### src/rtl/rr_arb_mux.sv
// rr_arb_mux: N-input arbitrated multiplexer with a registered output stage.
// Arbitration is round-robin or fixed priority. Every port uses a valid/ready
// handshake. The output register refills in the same cycle it drains.
module rr_arb_mux #(
    parameter int WIDTH      = 32,
    parameter int N          = 2,
    parameter int FIXED_PRIO = 0,
    parameter int SELW       = $clog2(N)
) (
    input  logic                 clk,
    input  logic                 rst_n,
    input  logic [N*WIDTH-1:0]   in_data,
    input  logic [N-1:0]         in_valid,
    output logic [N-1:0]         in_ready,
    output logic [WIDTH-1:0]     out_data,
    output logic                 out_valid,
    input  logic                 out_ready,
    output logic [SELW-1:0]      out_sel
);

    logic [SELW-1:0]  ptr;
    logic [SELW-1:0]  ptr_nxt;
    logic [SELW-1:0]  grant;
    logic             found;
    logic             any_vld;
    logic             load;
    logic [WIDTH-1:0] data_mux;

    logic [WIDTH-1:0] data_p1;
    logic [SELW-1:0]  sel_p1;
    logic             vld_p1;

    assign any_vld = |in_valid;
    // The register may take a new word whenever it is empty or is being drained now.
    assign load    = ~vld_p1 | out_ready;
    // The pointer wraps explicitly, so N does not have to be a power of two.
    assign ptr_nxt = (grant == SELW'(N - 1)) ? '0 : grant + SELW'(1);

    // Grant search: first pass covers ptr..N-1, second pass wraps around to 0..ptr-1.
    // In fixed-priority mode the first pass covers every channel from index 0.
    always_comb begin
        grant = '0;
        found = 1'b0;
        for (int i = 0; i < N; i++) begin
            if (!found && in_valid[i] && ((FIXED_PRIO != 0) || (SELW'(i) >= ptr))) begin
                grant = SELW'(i);
                found = 1'b1;
            end
        end
        for (int i = 0; i < N; i++) begin
            if (!found && in_valid[i]) begin
                grant = SELW'(i);
                found = 1'b1;
            end
        end
    end

    // Accept only on the granted channel, and never while in reset or stalled.
    always_comb begin
        in_ready = '0;
        for (int i = 0; i < N; i++) begin
            in_ready[i] = rst_n & load & any_vld & (grant == SELW'(i));
        end
    end

    // Select the granted channel's data for the output register.
    always_comb begin
        data_mux = '0;
        for (int i = 0; i < N; i++) begin
            if (grant == SELW'(i)) begin
                data_mux = in_data[i*WIDTH +: WIDTH];
            end
        end
    end

    // Output stage p1: capture the granted word and advance the RR pointer on acceptance.
    always_ff @(posedge clk) begin
        if (!rst_n) begin
            vld_p1  <= 1'b0;
            data_p1 <= '0;
            sel_p1  <= '0;
            ptr     <= '0;
        end else if (load) begin
            vld_p1 <= any_vld;
            if (any_vld) begin
                data_p1 <= data_mux;
                sel_p1  <= grant;
                if (FIXED_PRIO == 0) begin
                    ptr <= ptr_nxt;
                end
            end
        end
    end

    assign out_data  = data_p1;
    assign out_sel   = sel_p1;
    assign out_valid = vld_p1;

endmodule

### config.mk
export PLATFORM = sky130hd
export DESIGN_NAME = rr_arb_mux
export DESIGN_NICKNAME = d
export VERILOG_FILES = /design/src/rtl/rr_arb_mux.sv
export SDC_FILE = /design/constraint.sdc
export NUM_CORES = 1
export LEC_CHECK = 0
export ABC_AREA = 0
export ABC_CLOCK_PERIOD_IN_PS = 1190
export BUFFER_PORTS_ARGS = -buffer_cell sky130_fd_sc_hd__buf_2
export CELL_PAD_IN_SITES_DETAIL_PLACEMENT = 0
export CELL_PAD_IN_SITES_GLOBAL_PLACEMENT = 1
export CORE_ASPECT_RATIO = 1.25
export CORE_MARGIN = 2
export CORE_UTILIZATION = 29
export CTS_BUF_LIST = sky130_fd_sc_hd__clkbuf_2
export DETAILED_ROUTE_END_ITERATION = 10
export PLACE_DENSITY_LB_ADDON = 0.1
export SETUP_SLACK_MARGIN = 0.02
export SLEW_MARGIN = 40
export SYNTH_ARGS = -nofsm -noshare
export SYNTH_HDL_FRONTEND = slang
export SYNTH_SLANG_ARGS = --single-unit
### constraint.sdc
create_clock -name clk -period 1.19 [get_ports clk]
set_input_delay 0 -clock clk [delete_from_list [all_inputs] [get_ports clk]]
set_output_delay 0 -clock clk [all_outputs]
set_load 0.02 [all_outputs]
==> metrics.txt, run 1 <==
initial antenna violation count 0; crit end category register; gr ovfl total 0; Worst VDD drop 606 uV; Total GRT Usage 0.200; critical path fanouts, max 10; Routed Wire Length 6370 um; # placed instances roughly 360; post-synthesis sequential area ratio 0.440; Die Area 6110 um^2; core area 5370 um^2; Clock Latency Late Sink 0.38 ns; Final Hold Viols 0; DR iter-0 viols 95; first-pass GRT wire length 9890 um; Synth area leaders dfxtp_1 (44%), o221ai_1 (16%), inv_1 (15%), nand4_1 (13%), buf_2 (2.8%); fraction of layout cells with a size suffix above 1 0.406; clock sink count 35; I/O Pins approximately 110; Num CTS Buffers 5; Syn Area/Cell 8.17 um^2; sum of negative setup slack -1.21 ns; failing checks negative setup slack; Final WS setup -0.100 ns; Placed Area 2250 um^2; mean routed wirelength per cell 14.4 um; filler cell count 489; post-layout min period about 1.3 ns; count of pins over their slew limit 0; Buffers on Ports 104; number of global-route vias before repair approximately 2200; clock root cell clkbuf_2; Crit path arrival time 1.60 ns; Max-slew headroom 0.768; Synth top area share 0.440; fin cells roughly 440; final setup fails 19; die height 86.9 um; post-synth top area cell dfxtp_1; total of max-cap violations 0; post-synth cell types 19; Remaining DRCs 0; path type of the worst setup path register to register; RSZ-0062 raised after global routing true; die width 70.3 um; Synth warnings 0; Pleak 1.59 nW; Clock Tree Buf Depth 2; H-tree levels 2; CTS clk-pin slew, worst paths approximately 0.17 ns; largest net degree at the start of global routing 31; status finished, violations left; Post-Synthesis Cells 195; post-layout util 0.600; fmax 0.775 GHz; Slew @ Worst Pin 0.349 ns; P&R area growth vs syn 102%; clk_skew a little under 0.009 ns; Tcrit/Tclk final 1.08; n_diodes 0; via count 2083; Pwr Density 888 nW/um^2; CTS tree done; Layout Cell Area excl Fill 3220 um^2; First-pass DRT Iterations 4; DP Wirelength ~3500 um; vias per cell 4.72; Syn Nets 264; post-route antenna net violation count 0; fin nets 445; Starting Density 0.297; startpoint type of the worst setup path register; CP required 1.50 ns; row count 30; Post-Synthesis Cell Area 1590 um^2; Final Wtd Congestion 0.703; post-synthesis register bit count 35; worst hold path type input pin to register
## worst max-delay path: stages (launching register included)
cell       delay, ns
dfxtp_4         0.40
nand2b_4        0.14
nand4_4         0.09
buf_4           0.17
bufbuf_16       0.27
o221ai_1        0.16
## Yosys cell counts
library cell,count
a21boi_2,1
a21oi_1,1
a31oi_1,2
and3_1,1
buf_2,9
buf_4,1
clkbuf_1,7
dfxtp_1,35
inv_1,64
nand2b_1,2
nand3_1,2
nand4_1,32
nand4_2,1
nor2_1,1
nor2b_1,1
o21ai_0,3
o21ai_2,1
o21bai_1,1
o221ai_1,30
## flip-flops by register name, indices dropped and copies added, names as in the netlist
register	cells
out_data	32
out_sel	1
out_valid	1
ptr	1
## per-stage QoR
stage / total power, mW / hold slack [ns] / setup WS, ns
2_1_floorplan: 1.72 / 0.154 / 0.0596
3_3_place_gp: 2.04 / 0.241 / 0.0485
3_5_place_dp: 2.04 / 0.246 / 0.0262
4_1_cts: 2.81 / 0.0185 / -0.112
5_1_grt: 3.02 / 0.0625 / -0.161
6_report: 2.86 / 0.0525 / -0.100
## cell usage in the layout (no fill, tap or decap), types with 2 or more instances in the layout
cell type	Yosys	final
buf_2	9	102
dlygate4sd3_1	0	66
inv_1	64	63
dfxtp_1	35	33
nand4_1	32	32
o221ai_1	30	18
o221ai_2	0	12
buf_4	1	12
clkbuf_2	0	6
buf_6	0	5
buf_12	0	4
o21ai_0	3	3
nand2b_4	0	2
nand3_1	2	2
a31oi_1	2	2
clkinv_1	0	2
dfxtp_4	0	2
## final timing paths
kind	startpoint	end	slack (ns)	cells past startpoint
max	ptr	out_data[19]	-0.10	5
min	in_valid[0]	out_valid	0.05	3
max reg2reg	ptr	out_data[19]	-0.10	5
min reg2reg	out_sel	out_sel	0.47	2
## kinds of logic (layout without fill, tap and decap cells)
| family | count (synthesis) | in the layout | synth area share |
|---|---|---|---|
| buffers and inverters | 81 | 263 | 0.200 |
| AOI/OAI and AO/OA | 39 | 39 | 0.203 |
| DFF | 35 | 35 | 0.440 |
| and+or+nand+nor | 40 | 40 | 0.158 |
## layer usage
| metal | global-route usage | vias up | routed length, um | share of wire |
|---|---|---|---|---|
| li1 | - | 1047 | - | - |
| met1 | 0.222 | 960 | 2590 | 0.41 |
| met2 | 0.385 | 69 | 3390 | 0.53 |
| met3 | 0.0359 | 7 | 315 | 0.049 |
| met4 | 0.0594 | 0 | 76 | 0.012 |
| met5 | 0 | - | 0 | 0 |
## cell type report
type	count	area, um^2	area share
clock inverters	2	7.51	0.00233
inverters	64	245	0.0762
clock buffers	6	30.0	0.00933
repair buffers	191	1460	0.452
multi-input cells	79	693	0.215
well taps	64	80.1	0.0249
flip-flops and latches	35	708	0.220
## timing repair
item,CTS,global route
gates resized for setup,14,20
setup endpoints to repair,15,34
endpoints found under the hold margin,33,0
hold buffers,66,0
buffers inserted,4,4
gates cloned,1,2
pin swaps,2,3
## power breakdown
group,switching (mW),internal [mW],leakage (nW),total (mW)
clock network,0.398,0.142,0.0281,0.540
registers,0.0535,1.28,0.291,1.33
logic,0.483,0.505,1.27,0.988
No activity file was read; power rests on OpenSTA's default activity.
==> run 2, diff against run 1 <==
--- a/config.mk
+++ b/config.mk
@@ -15,3 +15,3 @@
 export CORE_UTILIZATION = 29
-export CTS_BUF_LIST = sky130_fd_sc_hd__clkbuf_2
+export CTS_BUF_LIST = sky130_fd_sc_hd__clkbuf_4
 export DETAILED_ROUTE_END_ITERATION = 10
--- a/constraint.sdc
+++ b/constraint.sdc
@@ -3,2 +3,2 @@
 set_output_delay 0 -clock clk [all_outputs]
-set_load 0.02 [all_outputs]
+set_load 0.01 [all_outputs]
==> metrics.txt, run 2 (same netlist as run 1, synthesis figures left out) <==
fraction of layout cells with a size suffix above 1 0.415; multi-input combinational cell area 687 um^2; fin cells 442; Clock Tree Buf Depth 2; worst hold path type input pin to register; Total GRT Usage 0.191; commonest non-fill, non-tap cells in the layout buf_2 (102), dlygate4sd3_1 (64), inv_1 (63); Combinational Power Share 0.309; CP required 1.19 ns; Routed Wire Length roughly 6300 um; CTS tree done; Tcrit/Tclk final 1.04; largest net degree at the start of global routing 24; Pleak ~1.6 nW; Int Pwr 2.06 mW; RSZ-0062 raised after global routing true; H-tree levels 2; core area 5370 um^2; gr ovfl total 0; via count 2106; Starting Density 0.297; Largest register FFs 32; Switching Share 0.293; clock root cell clkbuf_4; post-route antenna net violation count 0; Pwr Density 900 nW/um^2; post-layout min period roughly 1.2 ns; number of global-route vias before repair 2062; Final Hold Viols 0; sum of negative setup slack -0.312 ns; path type of the worst setup path register to output pin; I/O Pins ~110; Max-slew headroom 0.776; count of pins over their slew limit 0; clock power share 0.234; crit end category output pin; n_diodes 0; Buffers on Ports 104; Layout Cell Area excl Fill around 3200 um^2; filler cell count between 400 and 500; mean routed wirelength per cell around 14 um; Die Area 6110 um^2; Clock Latency Late Sink around 0.33 ns; critical path fanouts, max 3; vias per cell 4.76; Final WS setup -0.0495 ns; P_sw 0.854 mW; post-layout util 0.603; row count 30; total of max-cap violations 0; register area 706 um^2; final setup fails 15; total power a little under 3 mW; Reg power frac 0.457; clk_skew 0.00619 ns; fin nets ~450; Slew @ Worst Pin 0.336 ns; initial antenna violation count 0; # placed instances 360; Crit path arrival time 1.24 ns; Worst VDD drop between 400 and 500 uV; startpoint type of the worst setup path register; die width about 70 um; Placed Area 2260 um^2; P&R area growth vs syn 103%; final hold slack a little under 0.02 ns; fmax 0.807 GHz; clock sink count 35; status finished, violations left; Remaining DRCs 0; die height about 87 um; DP Wirelength around 3600 um; most common cell after layout, fill and taps aside buf_2; dpl ws 0.0310 ns; CTS clk-pin slew, worst paths 0.11 ns; Final Wtd Congestion 0.725; first-pass GRT wire length 9210 um; failing checks negative setup slack; DR iter-0 viols 64; First-pass DRT Iterations 4; Num CTS Buffers 5
## run 2: final cells by class
cell class / count / share of cell area
Multi-Input combinational cell: 79 / 0.212
Sequential cell: 35 / 0.218
Tap cell: 64 / 0.0248
Clock inverter: 1 / 0.00155
Clock buffer: 7 / 0.0162
Timing Repair Buffer: 192 / 0.451
Inverter: 64 / 0.0758
## run 2: path summary, 6_finish.rpt
path | from | end | slack [ns] | cells past startpoint
setup / recovery | ptr | in_ready[1] | -0.05 | 5
hold / removal | in_valid[1] | out_data[4] | 0.02 | 3
setup reg to reg | ptr | out_data[16] | -0.03 | 5
hold reg to reg | out_sel | out_sel | 0.47 | 2
## run 2: what timing repair did
item,in CTS,in global routing
hold buffers,64,0
buffers inserted,2,5
gates resized for setup,8,20
gates cloned,1,2
pin swaps,1,2
hold endpoints to repair,32,0
endpoints found under the setup margin,10,34
## run 2: power groups by stage
stage	Sequential [mW]	Combinational [mW]	Clock, mW
2_1_floorplan	1.40	0.239	0
3_3_place_gp	1.35	0.608	0
3_5_place_dp	1.35	0.610	0
4_1_cts	1.33	0.810	0.711
5_1_grt	1.34	0.975	0.756
6_report	1.33	0.900	0.680
## run 2: critical path, cell delays in order, from the launching register on
cell and delay, ns:
dfxtp_4 0.38, nand2b_4 0.14, nand4_4 0.10, buf_12 0.17, clkinv_4 0.03, buf_6 0.08
## run 2: per-layer routing
| metal | wire, um | track usage |
|---|---|---|
| met1 | 2560 | 0.209 |
| met3 | 311 | 0.0370 |
| met4 | 55 | 0.0769 |
| met2 | 3340 | 0.358 |
| met5 | 0 | 0 |
